File: config.mk
export PLATFORM = sky130hd
export DESIGN_NAME = div_unit
export DESIGN_NICKNAME = d
export VERILOG_FILES = /design/src/rtl/div_pkg.sv /design/src/rtl/div_step.sv /design/src/rtl/div_unit.sv
export SDC_FILE = /design/constraint.sdc
export NUM_CORES = 1
export LEC_CHECK = 0
export BUFFER_PORTS_ARGS = -buffer_cell sky130_fd_sc_hd__buf_2
export CAP_MARGIN = 20
export CORE_ASPECT_RATIO = 1.4
export CORE_MARGIN = 2
export CORE_UTILIZATION = 60
export CTS_CLUSTER_SIZE = 10
export DETAILED_ROUTE_END_ITERATION = 10
export PLACE_DENSITY = 0.83
export SLEW_MARGIN = 25
export SYNTH_ARGS = -nofsm -noshare
export SYNTH_HDL_FRONTEND = slang
export SYNTH_HIERARCHICAL = 1
export SYNTH_SLANG_ARGS = --single-unit
File: constraint.sdc
create_clock -name clk -period 3.5 [get_ports clk]
set_clock_uncertainty 0.2 [all_clocks]
set_input_delay 0.175 -clock clk [delete_from_list [all_inputs] [get_ports clk]]
set_output_delay 0.175 -clock clk [all_outputs]
set_load 0.1 [all_outputs]
File: src/rtl/div_pkg.sv
// Shared types and sizing for the restoring divider.
package div_pkg;

  typedef enum logic [1:0] {
    IDLE,
    CALC,
    FINISH
  } div_state_t;

  localparam int DIV_W     = 32;
  localparam int DIV_ITERS = 32;
  localparam int CNT_W     = 6;

endpackage

File: src/rtl/div_step.sv
// One restoring-division iteration: trial-subtract |b| from the shifted partial remainder.
module div_step #(
  parameter int WIDTH = 32
) (
  input  logic [WIDTH:0]   rem_sh_i,
  input  logic [WIDTH-1:0] bmag_i,
  output logic [WIDTH-1:0] rem_o,
  output logic             q_bit_o
);

  // Compare at WIDTH+1 bits so a shifted remainder above 2^WIDTH cannot wrap.
  assign q_bit_o = (rem_sh_i >= {1'b0, bmag_i});
  assign rem_o   = WIDTH'(q_bit_o ? (rem_sh_i - {1'b0, bmag_i}) : rem_sh_i);

endmodule

File: src/rtl/div_unit.sv
// DIV/DIVU restoring divider, one quotient bit per cycle, 34-cycle back-to-back throughput.
// Optional DIV_BY_ZERO_FLAG_EN: div_by_zero output and a short path for a zero divisor.
module div_unit
  import div_pkg::*;
#(
  parameter int WIDTH = DIV_W,
  parameter int ITERS = DIV_ITERS
) (
  input  logic             clk,
  input  logic             rst_n,
  input  logic             start,
  input  logic             is_signed,
  input  logic [WIDTH-1:0] dividend,
  input  logic [WIDTH-1:0] divisor,
  output logic [WIDTH-1:0] quotient,
  output logic [WIDTH-1:0] remainder,
  output logic             busy,
  output logic             done
`ifdef DIV_BY_ZERO_FLAG_EN
  ,
  output logic             div_by_zero
`endif
);

  div_state_t       state_q, state_d;
  logic [CNT_W-1:0] cnt_q, cnt_d;
  logic [WIDTH-1:0] rem_q, rem_d;
  logic [WIDTH-1:0] quo_q, quo_d;
  logic [WIDTH-1:0] bmag_q, bmag_d;
  logic             sa_q, sa_d;
  logic             sb_q, sb_d;
  logic [WIDTH-1:0] quotient_q, quotient_d;
  logic [WIDTH-1:0] remainder_q, remainder_d;
  logic             busy_q, busy_d;
  logic             done_q, done_d;
`ifdef DIV_BY_ZERO_FLAG_EN
  logic             dbz_q, dbz_d;
  logic [WIDTH-1:0] a_q, a_d;
`endif

  logic [WIDTH-1:0] step_rem;
  logic             step_bit;
  logic             a_neg;
  logic             b_neg;

  div_step #(
    .WIDTH(WIDTH)
  ) u_step (
    .rem_sh_i(({rem_q, quo_q[WIDTH-1]})),
    .bmag_i  (bmag_q),
    .rem_o   (step_rem),
    .q_bit_o (step_bit)
  );

  assign a_neg = is_signed & dividend[WIDTH-1];
  assign b_neg = is_signed & divisor[WIDTH-1];

  always_comb begin
    state_d     = state_q;
    cnt_d       = cnt_q;
    rem_d       = rem_q;
    quo_d       = quo_q;
    bmag_d      = bmag_q;
    sa_d        = sa_q;
    sb_d        = sb_q;
    quotient_d  = quotient_q;
    remainder_d = remainder_q;
    busy_d      = (state_q != IDLE);
    done_d      = 1'b0;
`ifdef DIV_BY_ZERO_FLAG_EN
    dbz_d       = dbz_q;
    a_d         = a_q;
`endif

    case (state_q)
      IDLE: begin
        if (start) begin
          quo_d   = a_neg ? -dividend : dividend;
          bmag_d  = b_neg ? -divisor : divisor;
          sa_d    = a_neg;
          sb_d    = b_neg;
          rem_d   = '0;
          cnt_d   = '0;
          state_d = CALC;
`ifdef DIV_BY_ZERO_FLAG_EN
          dbz_d   = (divisor == '0);
          a_d     = dividend;
`endif
        end
      end

      CALC: begin
`ifdef DIV_BY_ZERO_FLAG_EN
        // A zero divisor spends a single cycle here without iterating.
        if (dbz_q) begin
          state_d = FINISH;
        end else
`endif
        begin
          rem_d = step_rem;
          quo_d = {quo_q[WIDTH-2:0], step_bit};
          if (cnt_q == CNT_W'(ITERS - 1)) begin
            state_d = FINISH;
          end else begin
            cnt_d = cnt_q + CNT_W'(1);
          end
        end
      end

      FINISH: begin
        quotient_d  = (sa_q ^ sb_q) ? -quo_q : quo_q;
        remainder_d = sa_q ? -rem_q : rem_q;
`ifdef DIV_BY_ZERO_FLAG_EN
        if (dbz_q) begin
          quotient_d  = '1;
          remainder_d = a_q;
        end
`endif
        done_d  = 1'b1;
        state_d = IDLE;
      end

      default: state_d = IDLE;
    endcase
  end

  always_ff @(posedge clk) begin
    if (!rst_n) begin
      state_q     <= IDLE;
      cnt_q       <= '0;
      rem_q       <= '0;
      quo_q       <= '0;
      bmag_q      <= '0;
      sa_q        <= 1'b0;
      sb_q        <= 1'b0;
      quotient_q  <= '0;
      remainder_q <= '0;
      busy_q      <= 1'b0;
      done_q      <= 1'b0;
`ifdef DIV_BY_ZERO_FLAG_EN
      dbz_q       <= 1'b0;
      a_q         <= '0;
`endif
    end else begin
      state_q     <= state_d;
      cnt_q       <= cnt_d;
      rem_q       <= rem_d;
      quo_q       <= quo_d;
      bmag_q      <= bmag_d;
      sa_q        <= sa_d;
      sb_q        <= sb_d;
      quotient_q  <= quotient_d;
      remainder_q <= remainder_d;
      busy_q      <= busy_d;
      done_q      <= done_d;
`ifdef DIV_BY_ZERO_FLAG_EN
      dbz_q       <= dbz_d;
      a_q         <= a_d;
`endif
    end
  end

  assign quotient  = quotient_q;
  assign remainder = remainder_q;
  assign busy      = busy_q;
  assign done      = done_q;
`ifdef DIV_BY_ZERO_FLAG_EN
  assign div_by_zero = dbz_q;
`endif

endmodule
==> impl_metrics.py <==
metrics = {
    "floorplan": {
        "die_w_um": 120,
        "rows": 59,
        "die_y_um": 166,
        "io_pins": 134,
        "coreArea_um2": 18500,
        "start_util_pct": 60.9,
        "dieArea_um2": 19900,
    },
    "pwr": {
        "pwr-share-comb_pct": 23.5,
        "p_leak_nw": 5.61,
        "clockPowerShare_pct": 35.7,
        "internal-power_mw": 3.52,
        "finalPower_mw": 5.18,
        "p_sw_mw": 1.66,
        "p_sw_share_pct": 32.1,
        "power_frac_seq_pct": 40.8,
        "ir_drop_uv": 294,
        "power_density_nw_per_um2": 383,
    },
    "drt": {
        "finalWirelength_um": 35800,
        "drt_iter0_markers": 1025,
        "remaining_drc_errors": 0,
        "vias": 11600,
        "drtAntennaViolNets": 0,
        "vias_per_cell": 6.33,
        "drt-pass1-iter-count": 6,
        "wire_per_inst_um": 19.5,
    },
    "run": {
        "drv_cap": 0,
    },
    "timing": {
        "slew_headroom_pct": 39.4,
        "final-hold-violation-count": 0,
        "setup_ws_ps": 51.7,
        "tightest_slew_ps": 905,
        "whs_ps": 15.7,
        "finalSetupTns_ps": 0,
        "min_period_ps": 3450,
        "setup_viol": 0,
        "drv_slew": 0,
        "fmax_mhz": 290,
        "fin_crit_sh_pct": 98.5,
    },
    "min_path": {
        "hold_class": "in -> reg",
    },
    "synthesis": {
        "async_flop_share_pct": 0,
        "ys_seq_area_share_pct": 30.5,
        "yosysWarnings": 6,
        "synth_fp_nets": 1496,
        "synth_edf_count": 0,
        "avgSynthCellArea_um2": 8.11,
        "syn_inst": 1390,
        "ys_ff_latch": 172,
        "ys_types": 82,
        "synth_flop_cell": "dfxtp_1",
        "synthesis.area_um2": 11300,
    },
    "cts": {
        "clk_path_buf_depth": 2,
        "numCtsBuffers": 17,
        "cts.reportedPaths.clkPinSlew_ps": 70,
        "cts_tree": "yes",
        "clockRootBuffer": "clkbuf_16",
        "clk_latency_ps": 440,
        "cts.sinks": 172,
        "htree_levels": 4,
    },
    "place": {
        "dp_slack_ps": 202,
        "hpwl_um": 25300,
        "portBuffers": 133,
        "gp_congestion": 0.981,
        "placed_area_um2": 12300,
    },
    "layout": {
        "area_growth_pct": 20.0,
        "fin_nets": 1679,
        "final_cell_mix": "172 x dfxtp_1, 133 x buf_2, 107 x nor2_1",
        "fillCellCount": 1406,
        "layout_commonest_cell": "dfxtp_1",
        "fin_area_um2": 13500,
        "final_layout_size_suffix_gt1_share_pct": 17.3,
        "n_antenna_cell": 0,
    },
    "grt": {
        "grt_pass1_vias": 11200,
        "antenna_found_initial": 0,
        "grt_start_max_net_pins": 65,
        "grt_pass1_wl_um": 57700,
        "globalRouteTotalUtil_pct": 35.9,
        "grt.overflow.total": 0,
    },
    "critical_path": {
        "arrival_ps": 3600,
        "crit_type": "in -> reg",
        "crit_required_ps": 3650,
        "cp_max_fo": 9,
        "cp-start-kind": "primary input",
        "endpoint_kind": "flip-flop",
    },
    "outcome": {
        "outcome": "finished clean",
    },
}
-- critical path: stages --
cell and delay [ps]:
dlygate4sd3_1 540, buf_2 150, nor4_1 760, nand4_1 610, o31ai_1 460, xor2_1 120, dlygate4sd3_1 570, a211oi_1 220
-- registers in the layout (all words and copies together) (netlist names) --
| name | count |
|---|---|
| sb_q | 1 |
| state_q | 2 |
| busy | 1 |
| bmag_q | 32 |
| quotient | 32 |
| quo_q | 32 |
| sa_q | 1 |
| cnt_q | 6 |
| remainder | 32 |
| rem_q | 32 |
| done | 1 |
-- metal layers --
| metal | wire length (um) | part of all wire, % | track usage, % | vias up |
|---|---|---|---|---|
| met1 | 13800 | 39 | 41.4 | 5393 |
| met5 | 0 | 0 | 0 | - |
| met2 | 17900 | 50 | 63.5 | 543 |
| li1 | - | - | - | 5508 |
| met4 | 1920 | 5.4 | 18.9 | 0 |
| met3 | 2180 | 6.1 | 5.53 | 146 |
-- path summary, 6_finish.rpt --
path                               startpoint       endpoint  slack (ps)  cells after the start
worst min-delay path              divisor[23]     bmag_q[23]          20                      3
worst max-delay path               divisor[8]     bmag_q[14]          50                      8
worst min register to register  remainder[25]  remainder[25]         240                      2
worst max register to register       rem_q[9]       rem_q[3]         170                     11
-- cell usage after synthesis (all sizes together), types with 30 or more instances --
library cell  count  area share, %
ha               37            4.1
nand2            98            3.3
or3              30            1.7
nor2            110            3.7
a211oi           37            2.6
xor2             66            5.1
o31ai            34            2.3
a22o             33            2.6
nor3             31            1.5
dfxtp           172             31
o21ai           103            4.6
clkbuf           71            2.4
a21oi            91            4.0
inv              56            1.9
xnor2            61            4.7
-- stage by stage --
stage          utilization, %  instances
4_1_cts                  72.9       1828
3_5_place_dp             66.3       1731
5_1_grt                  73.1       1830
2_1_floorplan               -       1390
3_3_place_gp             66.3       1731
6_report                 73.1       1830
-- timing repair --
action | 4_1_cts | 5_1_grt
endpoints found under the setup margin | 0 | 3
hold buffers | 65 | 0
hold endpoints to repair | 60 | 0
setup buffers | 0 | 2
gates resized for setup | 0 | 3
-- final cells by class --
cell class                 count  area, um2  area share, %
tap                          244        305           2.26
clock inverter                14        139           1.03
clock buffer                  18        429           3.17
multi-input combinational   1072       7270           53.7
timing repair buffer         252       1730           12.8
inverter                      58        218           1.61
sequential                   172       3440           25.4
-- power by group through the flow --
stage	combinational, mW	clock, mW	sequential (mW)
finish	1.22	1.85	2.11
global route	1.32	1.94	2.12
CTS	1.18	1.85	2.11
detailed placement	1.12	0	2.15
global placement	1.10	0	2.15
floorplan	0.806	0	2.14
-- kinds of logic after synthesis --
kind of cell	synth area share [%]
fa+ha+maj	4.28
simple gates	19.4
compound gates	26.7
buf+inv	5.45
xor+xnor	9.86
flops	30.5
mux	3.85
Note: power is estimated with default switching activity, not from simulation.
